<file path="config.mk">
export PLATFORM = sky130hd
export DESIGN_NAME = btb_sat
export DESIGN_NICKNAME = d
export VERILOG_FILES = /design/src/rtl/btb_sat.sv
export SDC_FILE = /design/constraint.sdc
export NUM_CORES = 2
export LEC_CHECK = 0
export CAP_MARGIN = 10
export CORE_ASPECT_RATIO = 1.5
export CORE_MARGIN = 3
export CORE_UTILIZATION = 61
export CTS_CLUSTER_DIAMETER = 120
export DETAILED_ROUTE_END_ITERATION = 10
export PLACE_DENSITY = 0.81
export SYNTH_ARGS = -nofsm -noshare
export SYNTH_HDL_FRONTEND = slang
export SYNTH_SLANG_ARGS = --single-unit
</file>
<file path="constraint.sdc">
create_clock -name clk -period 6.75 [get_ports clk]
set_input_delay 1.35 -clock clk [delete_from_list [all_inputs] [get_ports clk]]
set_output_delay 1.35 -clock clk [all_outputs]
set_load 0.01 [all_outputs]
</file>
<file path="src/rtl/btb_sat.sv">
// -----------------------------------------------------------------------------
// btb_sat -- small fully-associative branch target buffer with 2-bit
// saturating direction counters.
//
// Each entry holds a valid bit, a full-PC tag, a target and a 2-bit counter.
// Lookup is purely combinational on registered state (no bypass of an update
// made in the same cycle). Resolved branches update the table: a hit trains
// the counter (and refreshes the target when taken), a taken miss allocates
// an entry (lowest invalid slot first, otherwise a round-robin victim).
//
// Ports:
//   clk            rising-edge clock
//   reset_n        synchronous active-low reset (priority over everything)
//   lookup_pc      fetch PC to predict
//   btb_hit        a valid entry's tag equals lookup_pc
//   predict_taken  btb_hit and counter bit[1] of the matching entry
//   btb_target_out target of the matching entry, 0 on miss
//   upd_valid      resolved-branch update strobe
//   upd_pc         resolved branch PC
//   upd_taken      resolved branch direction
//   upd_target     resolved branch target
//   flush          clear all valid bits at the next edge (drops any update)
//   valid_count    registered popcount of the valid bits
// -----------------------------------------------------------------------------
module btb_sat #(
    parameter int unsigned N_ENTRIES  = 8,
    parameter int unsigned ADDR_WIDTH = 24,
    parameter logic [1:0]  CTR_INIT   = 2'b10
) (
    input  logic                          clk,
    input  logic                          reset_n,
    input  logic [ADDR_WIDTH-1:0]         lookup_pc,
    output logic                          btb_hit,
    output logic                          predict_taken,
    output logic [ADDR_WIDTH-1:0]         btb_target_out,
    input  logic                          upd_valid,
    input  logic [ADDR_WIDTH-1:0]         upd_pc,
    input  logic                          upd_taken,
    input  logic [ADDR_WIDTH-1:0]         upd_target,
    input  logic                          flush,
    output logic [$clog2(N_ENTRIES):0]    valid_count
);

    localparam int unsigned IDX_W = $clog2(N_ENTRIES);
    localparam int unsigned CNT_W = IDX_W + 1;

    // Table state
    logic [N_ENTRIES-1:0]  valid_q, valid_d;
    logic [ADDR_WIDTH-1:0] tag_q    [N_ENTRIES];
    logic [ADDR_WIDTH-1:0] tag_d    [N_ENTRIES];
    logic [ADDR_WIDTH-1:0] target_q [N_ENTRIES];
    logic [ADDR_WIDTH-1:0] target_d [N_ENTRIES];
    logic [1:0]            ctr_q    [N_ENTRIES];
    logic [1:0]            ctr_d    [N_ENTRIES];
    logic [IDX_W-1:0]      victim_q, victim_d;
    logic [CNT_W-1:0]      valid_count_q, valid_count_d;

    // Search results
    logic             look_found;
    logic [IDX_W-1:0] look_idx;
    logic             upd_found;
    logic [IDX_W-1:0] upd_idx;
    logic             free_found;
    logic [IDX_W-1:0] free_idx;
    logic [IDX_W-1:0] alloc_idx;

    // Priority searches: the first match in ascending index order wins, so
    // the lowest index is chosen when several entries qualify.
    always_comb begin
        look_found = 1'b0;
        look_idx   = '0;
        upd_found  = 1'b0;
        upd_idx    = '0;
        free_found = 1'b0;
        free_idx   = '0;
        for (int i = 0; i < int'(N_ENTRIES); i++) begin
            if (!look_found && valid_q[i] && (tag_q[i] == lookup_pc)) begin
                look_found = 1'b1;
                look_idx   = IDX_W'(i);
            end
            if (!upd_found && valid_q[i] && (tag_q[i] == upd_pc)) begin
                upd_found = 1'b1;
                upd_idx   = IDX_W'(i);
            end
            if (!free_found && !valid_q[i]) begin
                free_found = 1'b1;
                free_idx   = IDX_W'(i);
            end
        end
    end

    // Lookup outputs: registered state only.
    always_comb begin
        btb_hit        = look_found;
        predict_taken  = look_found & ctr_q[look_idx][1];
        btb_target_out = look_found ? target_q[look_idx] : '0;
    end

    // Next-state for the table.
    always_comb begin
        valid_d   = valid_q;
        tag_d     = tag_q;
        target_d  = target_q;
        ctr_d     = ctr_q;
        victim_d  = victim_q;
        alloc_idx = free_found ? free_idx : victim_q;

        if (flush) begin
            // Only valid bits clear; payload and victim pointer are kept.
            valid_d = '0;
        end else if (upd_valid) begin
            if (upd_found) begin
                if (upd_taken) begin
                    if (ctr_q[upd_idx] != 2'b11) begin
                        ctr_d[upd_idx] = ctr_q[upd_idx] + 2'd1;
                    end
                    target_d[upd_idx] = upd_target;
                end else if (ctr_q[upd_idx] != 2'b00) begin
                    ctr_d[upd_idx] = ctr_q[upd_idx] - 2'd1;
                end
            end else if (upd_taken) begin
                valid_d[alloc_idx]  = 1'b1;
                tag_d[alloc_idx]    = upd_pc;
                target_d[alloc_idx] = upd_target;
                ctr_d[alloc_idx]    = CTR_INIT;
                // The victim pointer only moves when it was actually used;
                // the power-of-two size makes the wrap implicit.
                if (!free_found) begin
                    victim_d = victim_q + IDX_W'(1);
                end
            end
        end

        valid_count_d = '0;
        for (int i = 0; i < int'(N_ENTRIES); i++) begin
            valid_count_d = valid_count_d + CNT_W'(valid_d[i]);
        end
    end

    always_ff @(posedge clk) begin
        if (!reset_n) begin
            valid_q       <= '0;
            victim_q      <= '0;
            valid_count_q <= '0;
            for (int i = 0; i < int'(N_ENTRIES); i++) begin
                tag_q[i]    <= '0;
                target_q[i] <= '0;
                ctr_q[i]    <= 2'b00;
            end
        end else begin
            valid_q       <= valid_d;
            victim_q      <= victim_d;
            valid_count_q <= valid_count_d;
            for (int i = 0; i < int'(N_ENTRIES); i++) begin
                tag_q[i]    <= tag_d[i];
                target_q[i] <= target_d[i];
                ctr_q[i]    <= ctr_d[i];
            end
        end
    end

    assign valid_count = valid_count_q;

endmodule

</file>
Word level (Yosys, flattened, before mapping)
Index checks and enable logic that the tools add are counted.
- register bits: 415
- input bits: 77
- output and inout bits: 30
- logic and storage cells: 230
- add/sub/neg operators: 10
- $lt $le $gt $ge: 7
- equality and inequality tests: 18
- muxes and demuxes: 83
- bitwise logic cells: 11
- reduce and logical (&&, ||, !) cells: 74
- operators by type and width (cell ; count):
    bitwise mux 192 bit ; 3
    two-way mux 192 bit ; 3
    equality test 24 bit ; 16
    demux 24 bit (select 3 bit) ; 2
    two-way mux 24 bit ; 5
    two-way mux 16 bit ; 5
    binary-select mux 24 bit (select 3 bit) ; 1
    two-way mux 3 bit ; 19
    logical AND 1 bit ; 40
    bitwise mux 16 bit ; 2
    two-way mux 8 bit ; 4
    two-way mux 1 bit ; 28
    logical NOT 1 bit ; 27
    adder 4 x 1 -> 4 bit ; 4
    bitwise OR 8 bit ; 2
    binary-select mux 2 bit (select 3 bit) ; 2
    demux 2 bit (select 3 bit) ; 2
    >= comparator 4 bit, second input constant ; 3
    two-way mux 2 bit ; 6
    NOT 3 -> 4 bit ; 3
    AND reduction 5 bit ; 2
    bitwise AND 8 bit ; 1
    < comparator 4 x 1 -> 1 bit, second input constant ; 2
    NOT 8 bit ; 1
    other kinds (16) ; 20

Longest topological paths before layout
- depth in word-level cells: 41
- gate-level depth with buffers: 22
- mapped depth without buffers: 18

Worst setup path after synthesis
No wires, ideal clock.
- kind: input to register
- from: input port upd_pc[19]
- to: register valid_count_q[2], in the netlist valid_count[2]
- library setup time: 128 ps
- arrival time: 6014 ps
- data required time: 6622 ps
- path slack: 608 ps
- cell stages on the path: 21
- path buffers: 3
- path through: buf_4 -> xor2_1 -> or4_1 -> or4_1 -> or2_1 -> buf_6 -> nand4_4 -> or3_1 -> buf_2 -> nor3_2 -> a21o_1 -> fa_1 -> inv_1 -> fa_1 -> fa_1 -> inv_1 -> ha_1 -> inv_1 -> fa_1 -> xor2_1 -> nor2_1
- word-level cells in the longest chain between the ends: 41
- elaborated cells on any way between the ends: 48
- those cells by class: add/sub: 7; eq/ne: 8; mux: 11; reduce/logical: 22
- RTL lines (element ; line ; RTL):
    start: declaration ; 37 ; input logic [ADDR_WIDTH-1:0] upd_pc,
    equality test 24 bit ; 81 ; if (!upd_found && valid_q[i] && (tag_q[i] == upd_pc)) begin
    logical AND 1 bit ; 81 ;
    two-way mux 1 bit ; 81 ;
    logical NOT 1 bit ; 81 ;
    logical AND 1 bit (2 in series) ; 81 ;
    two-way mux 1 bit ; 81 ;
    logical NOT 1 bit ; 81 ;
    logical AND 1 bit (2 in series) ; 81 ;
    [21 not listed] ; - ;
    two-way mux 8 bit * ; 112 ; if (upd_found) begin
    two-way mux 8 bit * ; 111 ; end else if (upd_valid) begin
    two-way mux 8 bit * ; 108 ; if (flush) begin
    named net valid_d[1] ; 48 ; logic [N_ENTRIES-1:0] valid_q, valid_d;
    adder 1 x 1 -> 2 bit * ; 136 ; valid_count_d = valid_count_d + CNT_W'(valid_d[i]);
    adder 2 x 1 -> 3 bit * ; 136 ;
    adder 3 x 1 -> 4 bit * ; 136 ;
    adder 4 x 1 -> 4 bit * (4 in series) ; 136 ;
    end signal: assignment ; 153 ; valid_count_q <= valid_count_d;
    end: declaration ; 56 ; logic [CNT_W-1:0] valid_count_q, valid_count_d;
The timed path passes the listed nets; every way through them passes the cells marked *.
A chain may end at the register's enable or synchronous reset.

Worst setup path after layout
- from: input port lookup_pc[9]
- to: output port btb_target_out[9]
- word-level cells in the longest chain between the ends: 36
- elaborated cells on any way between the ends: 50
- those cells by class: eq/ne: 8; mux: 19; bitwise: 1; reduce/logical: 22
- RTL lines (element ; line ; RTL):
    start: declaration ; 32 ; input logic [ADDR_WIDTH-1:0] lookup_pc,
    equality test 24 bit ; 77 ; if (!look_found && valid_q[i] && (tag_q[i] == lookup_pc)) begin
    logical AND 1 bit ; 77 ;
    two-way mux 1 bit ; 77 ;
    logical NOT 1 bit ; 77 ;
    logical AND 1 bit (2 in series) ; 77 ;
    two-way mux 1 bit ; 77 ;
    logical NOT 1 bit ; 77 ;
    logical AND 1 bit (2 in series) ; 77 ;
    [16 not listed] ; - ;
    two-way mux 1 bit ; 77 ;
    logical NOT 1 bit ; 77 ;
    logical AND 1 bit (2 in series) ; 77 ;
    two-way mux 3 bit ; 77 ;
    NOT 3 -> 4 bit (implied by the code) ; 96 ; btb_target_out = look_found ? target_q[look_idx] : '0;
    binary-select mux 24 bit (select 3 bit) ; 96 ;
    two-way mux 24 bit (implied by the code) (2 in series) ; 96 ;
    two-way mux 24 bit * ; 96 ;
    end: declaration ; 35 ; output logic [ADDR_WIDTH-1:0] btb_target_out,
Every way passes the cells marked *; elsewhere a longest branch is shown, timed or not. The select of a mux whose other input is x is not followed.

==> out/metrics.cfg <==
[setup_path]
crit_required_ns = 5.40
path_common_cell = clkdlybuf4s50_1
crit_start = lookup_pc[9]
cp-start-kind = input pin
cp_top_family = buffers and inverters
cp-end-kind = output port
critPathKind = input pin to output port
critPathMaxFanout = 25
crit_slowest_cell = clkdlybuf4s50_1
critPathBufInv = 4
crit_arrival_ns = 5.38
path_cells = clkdlybuf4s50_1 -> buf_4 -> xnor2_1 -> nand4_1 -> nor3_1 -> a2111o_1 -> a21bo_2 -> and2_1 -> o32a_2 -> buf_12 -> mux2i_1 -> o221ai_1 -> clkdlybuf4s50_1
max_stage_delay_ns = 0.79
r2r-start = tag_q[128]

[global_route]
grt_usage = 0.4090
globalRouteOverflowTotal = 0
grt_pass1_wl_um = 119500
antenna_found_initial = 0
grt_max_degree = 107
grt_pass1_vias = 20030

[routing]
drtIter0Drc = 1775
wl_per_cell_um = 26.52
drtPass1Iterations = 6
vias = 19310
ant_nets = 0
wl_um = 81000
via_per_inst = 6.323
drcViolationCount = 0

[yosys]
synthFlopType = dfxtp_1
synth_area_leaders = dfxtp_1 38%, mux2i_1 18%, xnor2_1 8.0%, xor2_1 7.4%, nor2_1 4.6%
synth_top_area_frac = 0.3756
synth-async-reset-ratio = 0
postSynthCellCount = 2443
synth_nets = 2530
ys_seq_area_frac = 0.3756
syn_area_sq_mm = 0.02212
yosys_warnings = 0
ys_types = 76
synth_top_cell_by_area = dfxtp_1
synth.avg_cell_area_sq_um = 9.055
ys_seq_elements = 415
synth_edf_count = 0

[floorplan]
die_x_um = 161.5
die_h_um = 239.2
dieArea_sq_mm = 0.03863
initial_utilization = 0.6246
coreArea_sq_mm = 0.03542
rows = 84
io_pins = 107

[timing]
worst_slew_pin_slew_ns = 1.171
hold_ws_ns = 0.4597
rsz0062_at_grt = false
timing.fmax_ghz = 0.1486
skew_ns = 0.02612
hold_viol = 0
setup_viol = 0
min_period_ns = 6.729
fin_crit_sh = 0.9969
max-slew-margin-rel = 0.2192
worst_slack_ns = 0.02069
slew_viol_final = 0

[finish]
layout.nets = 2639
areaGrowthSynthToFinish_pct = 16.94
final_common_cell = dfxtp_1
diodes = 0
final_cells = 3054
layout-drive-gt1-share = 0.1011
fin_util = 0.7304
layout_common_cells = 415 x dfxtp_1, 392 x mux2i_1, 272 x nor2_1

[clocking]
numCtsBuffers = 41
clkLatencyLatePin_ns = 0.56
h-tree-depth = 2
ctsHoldBuffers = 0
cts_buffer_depth = 3
postCtsSetupRepairBufs = 0
cts_tree = built
post_cts_resized = 0
clkTransAtPathRegs_ns = 0.07
clock-sinks = 415
clockRootBuffer = clkbuf_16

[placed_design]
dp_cells = 2980
dpl_worst_slack_ns = 0.002460
dpl.hpwl_um = 56080
place_congestion = 1.069
io_buffers = 106

[pwr]
p_leak_nw = 10.29
vdd_drop_max_mv = 0.2178
total_power_mw = 5.396
power.density_mw_per_mm2 = 208.6

[run]
maxCapViolCount = 0

[outcome]
status = complete, no violations

[hold_path]
min_from = ctr_q[12]
min_path_type = flop to flop

[cells in the mapped netlist (4+ instances only)]
cell / count
o221ai_1: 26
nand3_1: 93
and4_1: 5
or2_2: 7
a21o_1: 6
buf_6: 8
or4_1: 8
o211ai_1: 4
clkbuf_1: 99
o221a_2: 4
mux2i_1: 392
nor3_1: 36
a21oi_1: 32
a21oi_2: 4
o21ai_1: 4
inv_1: 18
buf_4: 24
and2_1: 12
nor2_1: 272
nor4b_1: 4
nor4_1: 59
and3_1: 4
dfxtp_1: 415
or3_1: 4
ha_1: 6
o21ai_0: 53
xnor2_1: 202
o211a_1: 24
nand4_1: 75
buf_2: 62
xor2_1: 186
fa_1: 4
nand2_1: 225
nand4b_1: 4
[power breakdown]
group / total (mW) / internal [mW] / switching [mW]
clock: 2.41 / 1.40 / 1.00
combinational: 0.515 / 0.197 / 0.318
sequential: 2.47 / 2.46 / 0.0126
[cell families (layout without fill, tap and decap cells)]
kind of cell,Yosys count,in the layout,share of synthesized area
and+or+nand+nor,827,827,0.1745
DFF,415,415,0.3756
muxes,394,394,0.1786
xor gates and xnor gates,388,388,0.1536
buffers and inverters,214,352,0.04661
AOI/OAI and AO/OA,195,195,0.06408
adders and majority gates,10,10,0.007014
[final timing paths]
path                  endpoint  slack, ns  depth (start not counted)
min reg2reg          ctr_q[12]       0.46                          2
min                  ctr_q[12]       0.46                          2
max          btb_target_out[9]       0.02                         13
max reg2reg     valid_count[2]       1.48                         19
[stage by stage]
step / cell area [sq um] / setup TNS, ns
floorplan: 22120 / 0
global placement: 24430 / -0.1380
detailed placement: 24430 / 0
CTS: 25810 / 0
global route: 25870 / 0
finish: 25870 / 0
[final cells by class]
class	instances	area [sq um]
timing repair buffer	261	2650
multi-input combinational	1814	12860
fill	2621	9550
clock inverter	14	209.0
inverter	19	78.83
tap	473	591.8
sequential	415	8308
clock buffer	58	1172
[sequential cells by signal, indices dropped and copies added (netlist names)]
signal and flops:
victim_q 3, tag_q 192, ctr_q 16, valid_count 4, target_q 192, valid_q 8
[metal layers]
metal	GRT usage	routed length, um	vias up
li1	-	-	8624
met1	0.4173	27000	9263
met2	0.7039	39220	1009
met3	0.07716	5881	414
met4	0.3731	8898	0
met5	0	0	-
[tightest hold or removal path, stage by stage, from the launching register on]
cell and delay (ns):
dfxtp_1 0.31, nand2_1 0.05, o2bb2ai_1 0.05
Note: power is estimated with default switching activity, not from simulation.
